<file path="config.mk">
export PLATFORM = sky130hd
export DESIGN_NAME = cnn_layer_accel_result_packer
export DESIGN_NICKNAME = d
export VERILOG_FILES = /design/src/rtl/cnn_layer_accel_pkg.sv /design/src/rtl/cnn_layer_accel_fwft_fifo.sv /design/src/rtl/cnn_layer_accel_result_packer.sv
export SDC_FILE = /design/constraint.sdc
export NUM_CORES = 1
export LEC_CHECK = 0
export BUFFER_PORTS_ARGS = -buffer_cell sky130_fd_sc_hd__buf_4
export CAP_MARGIN = 20
export CORE_MARGIN = 2
export CORE_UTILIZATION = 59
export DETAILED_ROUTE_END_ITERATION = 6
export GPL_TIMING_DRIVEN = 0
export PLACE_DENSITY = 0.92
export SYNTH_ARGS = -nofsm -noshare
export SYNTH_HDL_FRONTEND = slang
export SYNTH_SLANG_ARGS = --single-unit
</file>
<file path="constraint.sdc">
create_clock -name clk_if -period 6.2 [get_ports clk_if]
set_input_delay 0.62 -clock clk_if [delete_from_list [all_inputs] [get_ports clk_if]]
set_output_delay 0.62 -clock clk_if [all_outputs]
set_load 0.03 [all_outputs]
</file>
<file path="src/rtl/cnn_layer_accel_pkg.sv">
// Shared types and constants for the CNN layer accelerator result path.
package cnn_layer_accel_pkg;

    localparam int C_RESULT_WIDTH   = 16;
    localparam int C_LANES          = 8;
    localparam int C_OUT_WIDTH      = C_RESULT_WIDTH * C_LANES;
    localparam int C_LANE_IDX_WIDTH = $clog2(C_LANES);

    typedef enum logic [1:0] {
        IDLE,
        ACTIVE,
        DRAIN,
        EMPTY
    } packer_state_t;

    typedef struct packed {
        logic [C_OUT_WIDTH-1:0] data;
        logic [C_LANES-1:0]     keep;
        logic                   last;
    } wb_word_t;

endpackage

</file>
<file path="src/rtl/cnn_layer_accel_fwft_fifo.sv">
// First-word-fall-through FIFO: the head entry is visible on pop_data whenever not_empty is high.
module cnn_layer_accel_fwft_fifo #(
    parameter int WIDTH = 137,
    parameter int DEPTH = 2
) (
    input  logic             clk,
    input  logic             rst,
    input  logic             push,
    input  logic [WIDTH-1:0] push_data,
    input  logic             pop,
    output logic [WIDTH-1:0] pop_data,
    output logic             not_empty,
    output logic             full
);

    localparam int PTR_W = $clog2(DEPTH);
    localparam int CNT_W = PTR_W + 1;
    localparam logic [CNT_W-1:0] DEPTH_CNT = CNT_W'(DEPTH);

    logic [WIDTH-1:0] mem [DEPTH];
    logic [PTR_W-1:0] wr_ptr;
    logic [PTR_W-1:0] rd_ptr;
    logic [CNT_W-1:0] count;

    // DEPTH is a power of two, so the pointers wrap by plain overflow.
    always_ff @(posedge clk) begin
        if (rst) begin
            wr_ptr <= '0;
            rd_ptr <= '0;
            count  <= '0;
            for (int i = 0; i < DEPTH; i++) begin
                mem[i] <= '0;
            end
        end else begin
            if (push) begin
                mem[wr_ptr] <= push_data;
                wr_ptr      <= wr_ptr + 1'b1;
            end
            if (pop) begin
                rd_ptr <= rd_ptr + 1'b1;
            end
            case ({push, pop})
                2'b10:   count <= count + 1'b1;
                2'b01:   count <= count - 1'b1;
                default: count <= count;
            endcase
        end
    end

    assign pop_data  = mem[rd_ptr];
    assign not_empty = (count != '0);
    assign full      = (count == DEPTH_CNT);

endmodule

</file>
<file path="src/rtl/cnn_layer_accel_result_packer.sv">
// Packs the quad's 16-bit result stream into 128-bit writeback words, marking the job's final word.
module cnn_layer_accel_result_packer
    import cnn_layer_accel_pkg::*;
#(
    parameter int C_OUT_FIFO_DEPTH = 2,
    parameter int C_COUNT_WIDTH    = 32
) (
    input  logic                      clk_if,
    input  logic                      rst,
    input  logic                      cfg_valid,
    output logic                      cfg_ready,
    input  logic [C_COUNT_WIDTH-1:0]  cfg_num_results,
    input  logic                      result_valid,
    output logic                      result_accept,
    input  logic [C_RESULT_WIDTH-1:0] result_data,
    output logic                      wb_valid,
    input  logic                      wb_ready,
    output logic [C_OUT_WIDTH-1:0]    wb_data,
    output logic [C_LANES-1:0]        wb_keep,
    output logic                      wb_last,
    output logic                      job_done,
    output logic                      err_unexpected
);

    packer_state_t               state;
    packer_state_t               state_next;
    logic [C_COUNT_WIDTH-1:0]    remaining;
    logic [C_LANE_IDX_WIDTH-1:0] lane_idx;
    logic [C_OUT_WIDTH-1:0]      lane_data;
    logic [C_OUT_WIDTH-1:0]      merged_data;
    logic                        err_q;

    logic     cfg_fire;
    logic     accept_fire;
    logic     last_result;
    logic     word_end;
    logic     fifo_push;
    logic     fifo_not_empty;
    logic     fifo_full;
    logic     wb_pop;
    wb_word_t push_word;
    wb_word_t fifo_word;

    assign cfg_fire    = cfg_valid & cfg_ready;
    assign accept_fire = result_valid & result_accept;
    assign last_result = (remaining == C_COUNT_WIDTH'(1));
    assign word_end    = (lane_idx == C_LANE_IDX_WIDTH'(C_LANES - 1)) | last_result;
    assign fifo_push   = accept_fire & word_end;
    assign wb_pop      = wb_valid & wb_ready;

    always_comb begin
        state_next    = state;
        cfg_ready     = 1'b0;
        result_accept = 1'b0;
        job_done      = 1'b0;
        case (state)
            IDLE: begin
                cfg_ready = 1'b1;
                if (cfg_valid) begin
                    state_next = (cfg_num_results == '0) ? EMPTY : ACTIVE;
                end
            end
            ACTIVE: begin
                result_accept = !fifo_full;
                if (result_valid && !fifo_full && last_result) begin
                    state_next = DRAIN;
                end
            end
            DRAIN: begin
                if (wb_pop && fifo_word.last) begin
                    job_done   = 1'b1;
                    state_next = IDLE;
                end
            end
            EMPTY: begin
                job_done   = 1'b1;
                state_next = IDLE;
            end
            default: state_next = IDLE;
        endcase
        // Handshake outputs stay quiet for the whole reset cycle, whatever state we were in.
        if (rst) begin
            cfg_ready     = 1'b0;
            result_accept = 1'b0;
            job_done      = 1'b0;
        end
    end

    // The incoming result is merged combinationally so a completing word is pushed on the same edge.
    always_comb begin
        merged_data = lane_data;
        merged_data[lane_idx*C_RESULT_WIDTH +: C_RESULT_WIDTH] = result_data;
        push_word.data = merged_data;
        push_word.last = last_result;
        for (int i = 0; i < C_LANES; i++) begin
            push_word.keep[i] = (i <= int'(lane_idx));
        end
    end

    always_ff @(posedge clk_if) begin
        if (rst) begin
            state     <= IDLE;
            remaining <= '0;
            lane_idx  <= '0;
            lane_data <= '0;
            err_q     <= 1'b0;
        end else begin
            state <= state_next;
            if (cfg_fire) begin
                remaining <= cfg_num_results;
                lane_idx  <= '0;
                lane_data <= '0;
                err_q     <= 1'b0;
            end
            if (accept_fire) begin
                remaining <= remaining - 1'b1;
                if (word_end) begin
                    lane_idx  <= '0;
                    lane_data <= '0;
                end else begin
                    lane_idx  <= lane_idx + 1'b1;
                    lane_data <= merged_data;
                end
            end
            if (result_valid && state != ACTIVE) begin
                err_q <= 1'b1;
            end
        end
    end

    cnn_layer_accel_fwft_fifo #(
        .WIDTH ($bits(wb_word_t)),
        .DEPTH (C_OUT_FIFO_DEPTH)
    ) u_out_fifo (
        .clk       (clk_if),
        .rst       (rst),
        .push      (fifo_push),
        .push_data (push_word),
        .pop       (wb_pop),
        .pop_data  (fifo_word),
        .not_empty (fifo_not_empty),
        .full      (fifo_full)
    );

    // Word fields are zeroed whenever no word is offered so stale FIFO entries never leak out.
    assign wb_valid       = fifo_not_empty & !rst;
    assign wb_data        = wb_valid ? fifo_word.data : '0;
    assign wb_keep        = wb_valid ? fifo_word.keep : '0;
    assign wb_last        = wb_valid ? fifo_word.last : 1'b0;
    assign err_unexpected = err_q & !rst;

endmodule

</file>
==> impl_metrics.py <==
metrics = {
    "run_status": {
        "violations": "DRC",
        "outcome": "complete, but fails checks",
    },
    "floorplan": {
        "die_area_um2": 34350,
        "start_util_pct": 59.79,
        "die_x_um": 185.4,
        "io_pins": 195,
        "rows": 66,
        "die_h_um": 185.4,
        "fp.coreArea_um2": 32450,
    },
    "clocking": {
        "cts_sinks": 445,
        "cts_resized": 0,
        "cts_tree": "yes",
        "root_buffer": "clkbuf_16",
        "htree_levels": 2,
        "cts_inserted_buffers": 43,
        "clock_path_buffers": 3,
        "cts_hold_buf": 0,
        "post_cts_buffers": 0,
        "clock_latency_ns": 0.54,
        "path_clk_slew_ns": 0.07,
    },
    "synth": {
        "ys_types": 58,
        "ys.flop_type": "edfxtp_1",
        "synth_top_area_cell": "edfxtp_1",
        "synth.cell_area_um2": 19400,
        "yosys_warnings": 0,
        "synth_area_leaders": "edfxtp_1 42%, dfxtp_1 18%, mux2i_1 14%, nor2_1 8.9%, a22o_1 5.7%",
        "synth_edf_count": 272,
        "ys_async_sr_fraction_pct": 0,
        "yosysSeqAreaShare_pct": 59.94,
        "syn_nets": 1757,
        "ys_ff_latch": 445,
        "synth_cells": 1694,
        "syn_area_per_cell_um2": 11.45,
        "yosys.area.top_type_share_pct": 42.09,
    },
    "sta": {
        "post-route-period-util_pct": 71.94,
        "max_slew.worst_pin.slew_ns": 1.165,
        "slew_headroom_pct": 22.17,
        "hold_violations": 0,
        "fin_crit_ns": 4.460,
        "setup_slack_ns": 1.740,
        "timing.hold.ws_ns": 0.3357,
        "rsz0062_at_grt": "false",
        "finalMaxSlewViolations": 0,
        "timing.fmax_mhz": 224.2,
        "setup_viol": 0,
        "clock_skew_ns": 0.01395,
    },
    "run": {
        "drv_cap": 0,
    },
    "detailed_routing": {
        "num_vias": 15030,
        "drcViolationCount": 1,
        "detail-route-antenna-nets": 0,
        "viasPerCell": 6.225,
        "routed_wl_um": 54010,
        "first_pass_iters": 7,
        "drt-initial-drc-count": 1859,
        "wl_per_cell_um": 22.37,
    },
    "place": {
        "finalWeightedCongestion": 0.9243,
        "post-place-ws_ns": 1.933,
        "post-dp-hpwl_um": 35760,
        "io_buffers": 193,
    },
    "layout": {
        "drive_gt1_share_pct": 15.52,
        "utilization_pct": 70.95,
        "synthToLayoutAreaGrowth_pct": 18.66,
        "nFillCells": 2053,
        "antenna_cells": 0,
        "final_net_count": 2001,
    },
    "grt": {
        "grt_usage_pct": 31.13,
        "antenna_found_initial": 0,
        "grt_max_degree": 65,
        "grt_busiest_layer": "met2",
        "grtUsageMet3_pct": 5.151,
        "gr-usage-met2_pct": 52.01,
        "grtUsageMet1_pct": 39.51,
        "grt_pass1_wl_um": 81710,
        "grt_pass1_vias": 14620,
        "grt_overflow": 0,
    },
    "worst_setup_path": {
        "path_buf_inv": 5,
        "path_delay_family": "buffers and inverters",
        "crit_fanout": 10,
        "cp_cell_sequence": "clkbuf_1 > inv_1 > ha_1 > ha_1 > clkbuf_1 > nand2b_1 > nor3_1 > buf_1 > nand3_1 > nor2_1 > clkbuf_1 > a22o_1",
        "cp.required_ns": 6.68,
        "critPathKind": "register to register",
        "cp-start-kind": "register",
        "slowest_stage": "buf_1",
        "critPathMaxStageDelay_ns": 0.57,
        "path_common_cell": "clkbuf_1",
        "arrival_ns": 4.94,
        "cp-end-kind": "register",
    },
    "pwr": {
        "clkPwrFrac_pct": 43.0,
        "p_leak_nw": 7.965,
        "ir_drop_mv": 0.2099,
        "seqPwrFrac_pct": 51.0,
        "intPower_mw": 4.933,
        "pwr-share-comb_pct": 6.0,
        "p_sw_mw": 1.439,
        "p_per_area_nw_per_um2": 276.7,
        "power_switching_share_pct": 22.58,
    },
    "min_path": {
        "hold_path_class": "input pin to register",
    },
}
## synth_stat cells, types with 5 or more instances
master	instances
a211oi_1	9
a21oi_1	15
a22o_1	126
a31oi_1	11
and3_1	5
buf_1	25
buf_2	15
clkbuf_1	89
dfxtp_1	173
edfxtp_1	272
ha_1	10
inv_1	14
mux2i_1	262
nand2_1	22
nand2b_1	6
nand3_1	10
nand4_1	11
nor2_1	458
nor2b_1	8
nor3_1	29
nor3b_1	5
nor4_1	22
o21ai_0	14
o21ai_2	6
o21bai_1	8
or3_1	5
or4_1	5
xnor2_1	5
## power by group through the flow
stage          Combinational, mW  Sequential [mW]  Clock [mW]
6_report                   0.384             3.25        2.74
5_1_grt                    0.403             3.26        2.84
4_1_cts                    0.371             3.25        2.71
3_5_place_dp               0.367             3.31           0
3_3_place_gp               0.346             3.32           0
2_1_floorplan              0.219             3.31           0
## final timing paths
kind	slack [ns]	startpoint	cells past startpoint	end
setup / recovery	1.74	lane_idx[0]	12	lane_data[76]
hold reg to reg	0.47	lane_data[124]	1	lane_data[124]
setup reg to reg	1.74	lane_idx[0]	12	lane_data[76]
hold / removal	0.34	cfg_num_results[26]	2	remaining[26]
## routing by layer
| layer | vias to the layer above | routed length [µm] |
|---|---|---|
| li1 | 6612 | - |
| met1 | 7247 | 20020 |
| met2 | 966 | 26140 |
| met3 | 202 | 5196 |
| met4 | 0 | 2645 |
| met5 | - | 0 |
## stage by stage
stage               setup TNS [ns]  instance area, µm²  cells  power [mW]
detailed placement               0               21550   2334       3.679
CTS                              0               23020   2413       6.332
global placement           -283.34               21410   2329       3.669
global route                     0               23020   2414       6.497
finish                           0               23020   2414       6.372
floorplan                        0               19400   1694       3.530
## state kept, by name, indices dropped and copies added (netlist names), named ones only
signal	flops
state	2
u_out_fifo.rd_ptr	1
lane_data	128
u_out_fifo.mem	274
u_out_fifo.wr_ptr	1
u_out_fifo.count	2
err_q	1
lane_idx	3
remaining	32
## logic make-up (layout without fill, tap and decap cells)
family | count (synthesis) | count (layout) | share of synthesized area, %
and+or+nand+nor | 606 | 606 | 13.52
buffers and inverters | 144 | 422 | 2.921
DFF | 445 | 445 | 59.94
adders and majority gates | 10 | 10 | 0.6448
muxes | 263 | 263 | 13.57
xor gates and xnor gates | 6 | 6 | 0.2708
AOI/OAI and AO/OA | 220 | 220 | 9.124
## cell type report
class / instances / area [µm²] / share of cell area [%]
clock buffers: 62 / 1281 / 5.565
repair buffers: 199 / 1579 / 6.858
flip-flops and latches: 445 / 11630 / 50.52
clock inverters: 17 / 192.7 / 0.8369
plain buffers: 130 / 514.2 / 2.233
well taps: 442 / 553.0 / 2.402
inverters: 14 / 52.55 / 0.2282
multi-input cells: 1105 / 7221 / 31.36
## cells in the final DEF (no fill, tap or decap), types with 4 or more instances in the layout
cell type / n
nand2_1: 22
a22o_1: 126
nor2_1: 458
o21ai_2: 6
buf_4: 193
nor3b_1: 5
o21bai_1: 8
inv_1: 14
xnor2_1: 5
nand3_1: 10
a21oi_1: 15
nor3_1: 29
clkinv_2: 8
or4_1: 5
edfxtp_1: 272
mux2i_1: 262
nand2b_1: 4
or3_1: 5
a211oi_1: 9
o21ai_0: 14
ha_1: 10
and3_1: 5
a22oi_1: 4
nand4_1: 11
buf_1: 25
nor2b_1: 8
buf_16: 4
dfxtp_1: 173
buf_2: 15
clkbuf_16: 46
nor4_1: 22
clkbuf_8: 7
nor4_2: 4
bufinv_16: 4
a31oi_1: 11
clkbuf_1: 98
Power figures use the tool's default switching activity.
